--- config.mk ---
export PLATFORM = sky130hd
export DESIGN_NAME = perceptron_serial_flat
export DESIGN_NICKNAME = d
export VERILOG_FILES = /design/src/rtl/perceptron_pkg.sv /design/src/rtl/perceptron_serial_if.sv /design/src/rtl/sat_add.sv /design/src/rtl/perceptron_serial.sv /design/src/flat_wrapper.sv
export SDC_FILE = /design/constraint.sdc
export NUM_CORES = 1
export LEC_CHECK = 0
export CAP_MARGIN = 30
export CORE_UTILIZATION = 45
export DETAILED_ROUTE_END_ITERATION = 8
export PLACE_DENSITY = 0.63
export SYNTH_ARGS = -nofsm -noshare
export SYNTH_HDL_FRONTEND = slang
export SYNTH_HIERARCHICAL = 1
export SYNTH_SLANG_ARGS = --single-unit
--- constraint.sdc ---
create_clock -name clk -period 5.5 [get_ports clk]
set_input_delay 0.825 -clock clk [delete_from_list [all_inputs] [get_ports clk]]
set_output_delay 0.825 -clock clk [all_outputs]
set_load 0.005 [all_outputs]
--- src/rtl/perceptron_pkg.sv ---
// Shared definitions for the bit-serial perceptron classifier.
// Contents: FSM state encoding, a constant-foldable clog2 helper, the
// weight-port address-width helper and the Q1.7 weight range constants.
package perceptron_pkg;

  typedef enum logic [2:0] {
    StIdle,
    StAccum,
    StDecide,
    StDone,
    StUpdate
  } state_e;

  // Range of a default-width (8-bit, Q1.7) weight.
  localparam int W_MAX = 127;
  localparam int W_MIN = -128;

  function automatic int clog2(input int n);
    int r;
    r = 0;
    while ((1 << r) < n) r++;
    return r;
  endfunction

  // Address width used for the weight port; never narrower than one bit.
  function automatic int addr_width(input int n);
    return (clog2(n) < 1) ? 1 : clog2(n);
  endfunction

endpackage

--- src/rtl/perceptron_serial_if.sv ---
// Handshake/bus bundle of perceptron_serial.
// Feature input (in_valid/in_ready/features), weight and bias write port
// (wt_we/wt_addr/wt_data/bias_we) and result output
// (out_valid/out_ready/classification/score).
// With PERCEPTRON_LEARN_EN defined it also carries label (in) and updated (out).
// master: the side driving features and writes; slave: the classifier.
interface perceptron_serial_if #(
  parameter int N_INPUTS  = 8,
  parameter int W_WIDTH   = 8,
  parameter int ACC_WIDTH = 12
);
  localparam int AW = perceptron_pkg::addr_width(N_INPUTS);

  logic                        in_valid;
  logic                        in_ready;
  logic [N_INPUTS-1:0]         features;
  logic                        wt_we;
  logic [AW-1:0]               wt_addr;
  logic signed [W_WIDTH-1:0]   wt_data;
  logic                        bias_we;
  logic                        out_valid;
  logic                        out_ready;
  logic                        classification;
  logic signed [ACC_WIDTH-1:0] score;
`ifdef PERCEPTRON_LEARN_EN
  logic                        label;
  logic                        updated;

  modport master (
    output in_valid, features, wt_we, wt_addr, wt_data, bias_we, out_ready, label,
    input  in_ready, out_valid, classification, score, updated
  );
  modport slave (
    input  in_valid, features, wt_we, wt_addr, wt_data, bias_we, out_ready, label,
    output in_ready, out_valid, classification, score, updated
  );
`else
  modport master (
    output in_valid, features, wt_we, wt_addr, wt_data, bias_we, out_ready,
    input  in_ready, out_valid, classification, score
  );
  modport slave (
    input  in_valid, features, wt_we, wt_addr, wt_data, bias_we, out_ready,
    output in_ready, out_valid, classification, score
  );
`endif

endinterface

--- src/rtl/sat_add.sv ---
// Signed saturating adder of width WIDTH.
// Ports: a_i, b_i  signed addends; sum_o  a_i + b_i clamped to the signed range.
module sat_add #(
  parameter int unsigned WIDTH = 8
) (
  input  logic signed [WIDTH-1:0] a_i,
  input  logic signed [WIDTH-1:0] b_i,
  output logic signed [WIDTH-1:0] sum_o
);

  logic [WIDTH:0] full;

  always_comb begin
    full = {a_i[WIDTH-1], a_i} + {b_i[WIDTH-1], b_i};
    // Overflow iff the extra sign bit disagrees with the result sign bit.
    if (full[WIDTH] != full[WIDTH-1]) begin
      sum_o = full[WIDTH] ? {1'b1, {(WIDTH-1){1'b0}}} : {1'b0, {(WIDTH-1){1'b1}}};
    end else begin
      sum_o = full[WIDTH-1:0];
    end
  end

endmodule

--- src/rtl/perceptron_serial.sv ---
// Bit-serial single-layer perceptron classifier.
// Accepts a binary feature vector, accumulates one weight per cycle for each set
// feature (saturating), adds the bias and compares with THRESH.
// Ports: clk, rst_n (synchronous, active-low); bus (perceptron_serial_if.slave):
//   feature handshake, weight/bias write port (IDLE only), result handshake.
// Optional: define PERCEPTRON_LEARN_EN to add label/updated and the UPDATE
//   state that nudges weights and bias by LR on a misprediction.
module perceptron_serial
  import perceptron_pkg::*;
#(
  parameter int N_INPUTS  = 8,
  parameter int W_WIDTH   = 8,
  parameter int ACC_WIDTH = 12,
  parameter int W_RESET   = 64,
  parameter int THRESH    = 64,
  parameter int LR        = 8
) (
  input logic                clk,
  input logic                rst_n,
  perceptron_serial_if.slave bus
);

  localparam int AW = addr_width(N_INPUTS);
  localparam logic signed [ACC_WIDTH-1:0] ThreshS = ACC_WIDTH'(THRESH);
  localparam logic [AW-1:0] LastIdx = AW'(N_INPUTS - 1);

  state_e                      state_q, state_d;
  logic [N_INPUTS-1:0]         feat_q, feat_d;
  logic [AW-1:0]               idx_q, idx_d;
  logic signed [ACC_WIDTH-1:0] acc_q, acc_d;
  logic signed [ACC_WIDTH-1:0] score_q, score_d;
  logic                        class_q, class_d;
  logic signed [W_WIDTH-1:0]   w_q [N_INPUTS];
  logic signed [W_WIDTH-1:0]   w_d [N_INPUTS];
  logic signed [W_WIDTH-1:0]   bias_q, bias_d;

  logic signed [W_WIDTH-1:0]   w_cur;
  logic signed [ACC_WIDTH-1:0] w_ext, bias_ext, acc_sum, score_sum;
  logic                        last_idx, addr_ok;

  assign w_cur    = w_q[idx_q];
  assign w_ext    = {{(ACC_WIDTH-W_WIDTH){w_cur[W_WIDTH-1]}}, w_cur};
  assign bias_ext = {{(ACC_WIDTH-W_WIDTH){bias_q[W_WIDTH-1]}}, bias_q};
  assign last_idx = (idx_q == LastIdx);
  assign addr_ok  = (int'(bus.wt_addr) < N_INPUTS);

  sat_add #(.WIDTH(ACC_WIDTH)) u_acc_add (
    .a_i  (acc_q),
    .b_i  (w_ext),
    .sum_o(acc_sum)
  );

  sat_add #(.WIDTH(ACC_WIDTH)) u_bias_add (
    .a_i  (acc_q),
    .b_i  (bias_ext),
    .sum_o(score_sum)
  );

`ifdef PERCEPTRON_LEARN_EN
  localparam logic signed [W_WIDTH-1:0] LrS = W_WIDTH'(LR);

  logic                      label_q, label_d;
  logic                      upd_q, upd_d;
  logic signed [W_WIDTH-1:0] step, w_new, bias_new;

  assign step = label_q ? LrS : -LrS;

  sat_add #(.WIDTH(W_WIDTH)) u_w_upd (
    .a_i  (w_cur),
    .b_i  (step),
    .sum_o(w_new)
  );

  sat_add #(.WIDTH(W_WIDTH)) u_b_upd (
    .a_i  (bias_q),
    .b_i  (step),
    .sum_o(bias_new)
  );

  assign bus.updated = upd_q;
`endif

  always_comb begin
    state_d = state_q;
    feat_d  = feat_q;
    idx_d   = idx_q;
    acc_d   = acc_q;
    score_d = score_q;
    class_d = class_q;
    w_d     = w_q;
    bias_d  = bias_q;
`ifdef PERCEPTRON_LEARN_EN
    label_d = label_q;
    upd_d   = upd_q;
`endif
    unique case (state_q)
      StIdle: begin
        if (bus.wt_we && addr_ok) w_d[bus.wt_addr] = bus.wt_data;
        if (bus.bias_we) bias_d = bus.wt_data;
        if (bus.in_valid) begin
          feat_d  = bus.features;
          acc_d   = '0;
          idx_d   = '0;
          state_d = StAccum;
`ifdef PERCEPTRON_LEARN_EN
          label_d = bus.label;
`endif
        end
      end
      StAccum: begin
        if (feat_q[idx_q]) acc_d = acc_sum;
        if (last_idx) begin
          idx_d   = '0;
          state_d = StDecide;
        end else begin
          idx_d = idx_q + 1'b1;
        end
      end
      StDecide: begin
        score_d = score_sum;
        class_d = (score_sum >= ThreshS);
        state_d = StDone;
`ifdef PERCEPTRON_LEARN_EN
        upd_d = ((score_sum >= ThreshS) != label_q);
        if ((score_sum >= ThreshS) != label_q) state_d = StUpdate;
`endif
      end
`ifdef PERCEPTRON_LEARN_EN
      StUpdate: begin
        if (feat_q[idx_q]) w_d[idx_q] = w_new;
        // Bias moves once per update pass, on the first slot.
        if (idx_q == '0) bias_d = bias_new;
        if (last_idx) begin
          idx_d   = '0;
          state_d = StDone;
        end else begin
          idx_d = idx_q + 1'b1;
        end
      end
`endif
      StDone: begin
        if (bus.out_ready) state_d = StIdle;
      end
      default: state_d = StIdle;
    endcase
  end

  always_ff @(posedge clk) begin
    if (!rst_n) begin
      state_q <= StIdle;
      feat_q  <= '0;
      idx_q   <= '0;
      acc_q   <= '0;
      score_q <= '0;
      class_q <= 1'b0;
      bias_q  <= '0;
      for (int i = 0; i < N_INPUTS; i++) w_q[i] <= W_WIDTH'(W_RESET);
`ifdef PERCEPTRON_LEARN_EN
      label_q <= 1'b0;
      upd_q   <= 1'b0;
`endif
    end else begin
      state_q <= state_d;
      feat_q  <= feat_d;
      idx_q   <= idx_d;
      acc_q   <= acc_d;
      score_q <= score_d;
      class_q <= class_d;
      bias_q  <= bias_d;
      w_q     <= w_d;
`ifdef PERCEPTRON_LEARN_EN
      label_q <= label_d;
      upd_q   <= upd_d;
`endif
    end
  end

  assign bus.in_ready       = (state_q == StIdle);
  assign bus.out_valid      = (state_q == StDone);
  assign bus.score          = score_q;
  assign bus.classification = class_q;

endmodule

--- src/flat_wrapper.sv ---
// flat-port wrapper written by rule: the top's interface ports become plain ports
module perceptron_serial_flat import perceptron_pkg::*;
#(
  parameter int N_INPUTS  = 8,
  parameter int W_WIDTH   = 8,
  parameter int ACC_WIDTH = 12,
  parameter int W_RESET   = 64,
  parameter int THRESH    = 64,
  parameter int LR        = 8
)
  (clk, rst_n, bus_in_valid, bus_features, bus_wt_we, bus_wt_addr, bus_wt_data, bus_bias_we, bus_out_ready, bus_in_ready, bus_out_valid, bus_classification, bus_score);
  perceptron_serial_if #(.N_INPUTS(N_INPUTS), .W_WIDTH(W_WIDTH), .ACC_WIDTH(ACC_WIDTH)) bus_i ();
  input logic clk;
  input logic rst_n;
  input wire logic [$bits(bus_i.in_valid)-1:0] bus_in_valid;
  input wire logic [$bits(bus_i.features)-1:0] bus_features;
  input wire logic [$bits(bus_i.wt_we)-1:0] bus_wt_we;
  input wire logic [$bits(bus_i.wt_addr)-1:0] bus_wt_addr;
  input wire logic [$bits(bus_i.wt_data)-1:0] bus_wt_data;
  input wire logic [$bits(bus_i.bias_we)-1:0] bus_bias_we;
  input wire logic [$bits(bus_i.out_ready)-1:0] bus_out_ready;
  output wire logic [$bits(bus_i.in_ready)-1:0] bus_in_ready;
  output wire logic [$bits(bus_i.out_valid)-1:0] bus_out_valid;
  output wire logic [$bits(bus_i.classification)-1:0] bus_classification;
  output wire logic [$bits(bus_i.score)-1:0] bus_score;
  assign bus_i.in_valid = bus_in_valid;
  assign bus_i.features = bus_features;
  assign bus_i.wt_we = bus_wt_we;
  assign bus_i.wt_addr = bus_wt_addr;
  assign bus_i.wt_data = bus_wt_data;
  assign bus_i.bias_we = bus_bias_we;
  assign bus_i.out_ready = bus_out_ready;
  assign bus_in_ready = bus_i.in_ready;
  assign bus_out_valid = bus_i.out_valid;
  assign bus_classification = bus_i.classification;
  assign bus_score = bus_i.score;
  perceptron_serial #(.N_INPUTS(N_INPUTS), .W_WIDTH(W_WIDTH), .ACC_WIDTH(ACC_WIDTH), .W_RESET(W_RESET), .THRESH(THRESH), .LR(LR)) u_core (.clk(clk), .rst_n(rst_n), .bus(bus_i));
endmodule
==> impl_results.md <==
* Outcome: finished, final reports clean
* Setup violators final at 0
* Layout cells sized above 1 at 0.126
* Post-synth EDFFs at 0
* H-Tree Level Count at 3
* Synthesized cell area at 6390 um2
* Crit path cell chain: buf_4 > mux4_1 > mux2_2 > ha_1 > o21a_1 > nand4_1 > a21oi_2 > mux2i_2 > o2111ai_4 > maj3_2 > a221o_2
* Hold Path Class: reg -> reg
* Cell Pwr Density at 295 nW/um2
* Clk_lat worst skew at between 0.3 and 0.4 ns
* Pins Over Slew Limit at 0
* Max Clock Freq at 240 MHz
* Resized Gates After CTS at 0
* Mean Syn Cell Area at between 9 and 10 um2
* Starting Density at 0.460
* Yosys top cell by area: dfxtp_1
* Synthesized flop and latch total at 110
* Hold_ws at 0.465 ns
* Diode count at 0
* CP endpoint kind: flop
* Critical-path top delay cell: dfxtp_1
* Hold bufs inserted after CTS at 0
* Drt wl/cell at 16.7 um
* Worst Tran Pin Value at 0.781 ns
* FFs w/ async S/R, synth at 0
* Initial antenna violation count at 0
* Clock tree root buffer cell: clkbuf_16
* Slowest cell delay on critical path at approximately 0.8 ns
* CP arrival at 4.41 ns
* Synth unique cells at 68
* Final hold violation count at 0
* Residual DRC count at 0
* Vias in the first global route at 4629
* VDD IR max at around 0.21 mV
* DP Area at 6830 um2
* Die Y at about 120 um
* Commonest cells in the netlist: dfxtp_1 (110), mux2i_1 (83), nor2b_1 (80)
* Vias at 4669
* Max Buffers Root-to-Sink at 2
* Clock Pin Slew Worst Setup and Hold Paths at 0.07 ns
* DRT Pass-1 Iters at 4
* IO Port Bufs at 39
* Most common cell in the netlist: dfxtp_1
* Crit start category: flop
* Max-cap violation count at 0
* Core region area at 13900 um2
* DRT antenna net count at 0
* CP max FO at 14
* TNS Setup at 0 ns
* Grt total ovfl at 0
* Critical path type: reg -> reg
* CTS tree: done
* All-Layer GR Usage at 0.204
* Min cycle time layout at around 4.2 ns
* First-pass GRT wire length at around 23 mm
* Slew margin rel. at 0.480
* # fillers at 1278
* Share of the synthesized area in the top cell type at 0.345
* Post-CTS Setup Inserts at 0
* Layout area overhead at 11.7%
* Yosys warns at 6
* Ys flop type: dfxtp_1
* Syn_nets at 706
* Cells after synthesis at roughly 650
* Period Utilization, post-route at 0.758
* CP required at roughly 5.7 ns
* Area contributors post-synth: dfxtp_1 (34%), mux2i_1 (13%), nor2b_1 (7.8%), ha_1 (6.1%), nand2_1 (3.5%)
* Total power at ~2100 uW
* Design Area, Final at ~7100 um2
* Clock skew at 0.00963 ns
* Site Rows at 43
* CTS Buf Count at 9
* Chip width at 121 um
* First DRT Iteration DRCs at 255
* Post-synthesis sequential area ratio at 0.345
* Detail Placement HPWL at 10.1 mm
* RSZ-0062 raised after global routing: false
* Ports at 40
* Clock Sinks at 110
* Final wirelength at around 14 mm
* DIE AREA at 14700 um2
* GP Congestion at a little under 0.8
* Pleak at 0.00276 uW
* Final-stage net count at 721
* Largest net degree at the start of global routing at 67
* Via/cell ratio at 5.51
==> registers in the layout (all words and copies together), names as in the netlist <==
| signal | cells |
|---|---|
| u_core/bias_q | 8 |
| u_core/acc_q | 12 |
| u_core/idx_q | 3 |
| u_core/bus.classification | 1 |
| u_core/bus.score | 12 |
| u_core/feat_q | 8 |
| u_core/state_q | 2 |
| u_core/w_q | 64 |
==> per-stage QoR <==
stage | cells | util | worst slack (ns)
floorplan | 648 | - | 1.89
global placement | 829 | 0.491 | 1.43
detailed placement | 831 | 0.492 | 1.34
CTS | 846 | 0.512 | 1.31
global route | 847 | 0.514 | 1.12
finish | 847 | 0.514 | 1.33
==> layout make-up <==
type                       count  area [um2]  share of cell area
tap                          180         225              0.0315
clock inverter                 6        53.8             0.00754
clock buffer                   9         225              0.0315
timing repair buffer          44         443              0.0620
inverter                      16        60.1             0.00841
sequential                   110        2200               0.308
multi-input combinational    482        3930               0.550
==> cells in the final DEF (no fill, tap or decap), drive strengths merged, types with 5 or more instances in the layout <==
master         instances
xnor2                  9
nor2b                 80
and2                   5
nand2b                 6
mux4                  16
dfxtp                110
clkdlybuf4s50         38
a21boi                16
ha                    31
mux2                   9
mux2i                 84
a21oi                 40
clkbuf                 9
nand2                 60
buf                    6
a221o                 12
nand3                 12
a21o                   9
o21ai                 19
nor2                  18
xor2                   6
inv                   19
==> final timing paths <==
path | from | to | slack (ns) | cells past startpoint
max reg2reg | u_core/idx_q[0] | u_core/acc_q[8] | 1.33 | 11
min reg2reg | u_core/feat_q[2] | u_core/feat_q[2] | 0.46 | 2
max | u_core/idx_q[0] | u_core/acc_q[8] | 1.33 | 11
min | u_core/feat_q[2] | u_core/feat_q[2] | 0.46 | 2
==> report_power, final <==
group          switching [uW]  internal (uW)  leakage (uW)
Combinational             317            251       0.00173
Clock                     313            314      0.000140
Sequential               53.5            855      0.000891
Total                     683           1420       0.00276
==> critical path: cells and delay by family, from the launching register on <==
family	cells	cell delay, ns
flip-flops	1	0.78
AND/OR/NAND/NOR	1	0.16
multiplexers	3	1.10
AO/OA/AOI/OAI	4	0.98
adder cells (fa/ha/maj)	2	0.69
buffers and inverters	1	0.33
==> layer usage <==
metal,share of wire,routed length (um),GRT usage,up-vias
met2,0.48,6780,0.350,71
met5,0,0,0,-
met4,0.017,243,0.0748,0
met3,0.027,387,0.0348,15
met1,0.48,6710,0.256,2254
li1,-,-,-,2329
==> cell families (layout without fill, tap and decap cells) <==
| group | count (synthesis) | count (layout) | share of synthesized area |
|---|---|---|---|
| simple gates | 200 | 200 | 0.171 |
| flops | 110 | 110 | 0.345 |
| compound gates | 122 | 122 | 0.142 |
| fa+ha+maj | 36 | 36 | 0.0723 |
| buf+inv | 56 | 75 | 0.0403 |
| mux | 109 | 109 | 0.209 |
| xor+xnor | 15 | 15 | 0.0206 |
No activity file was read; power rests on OpenSTA's default activity.
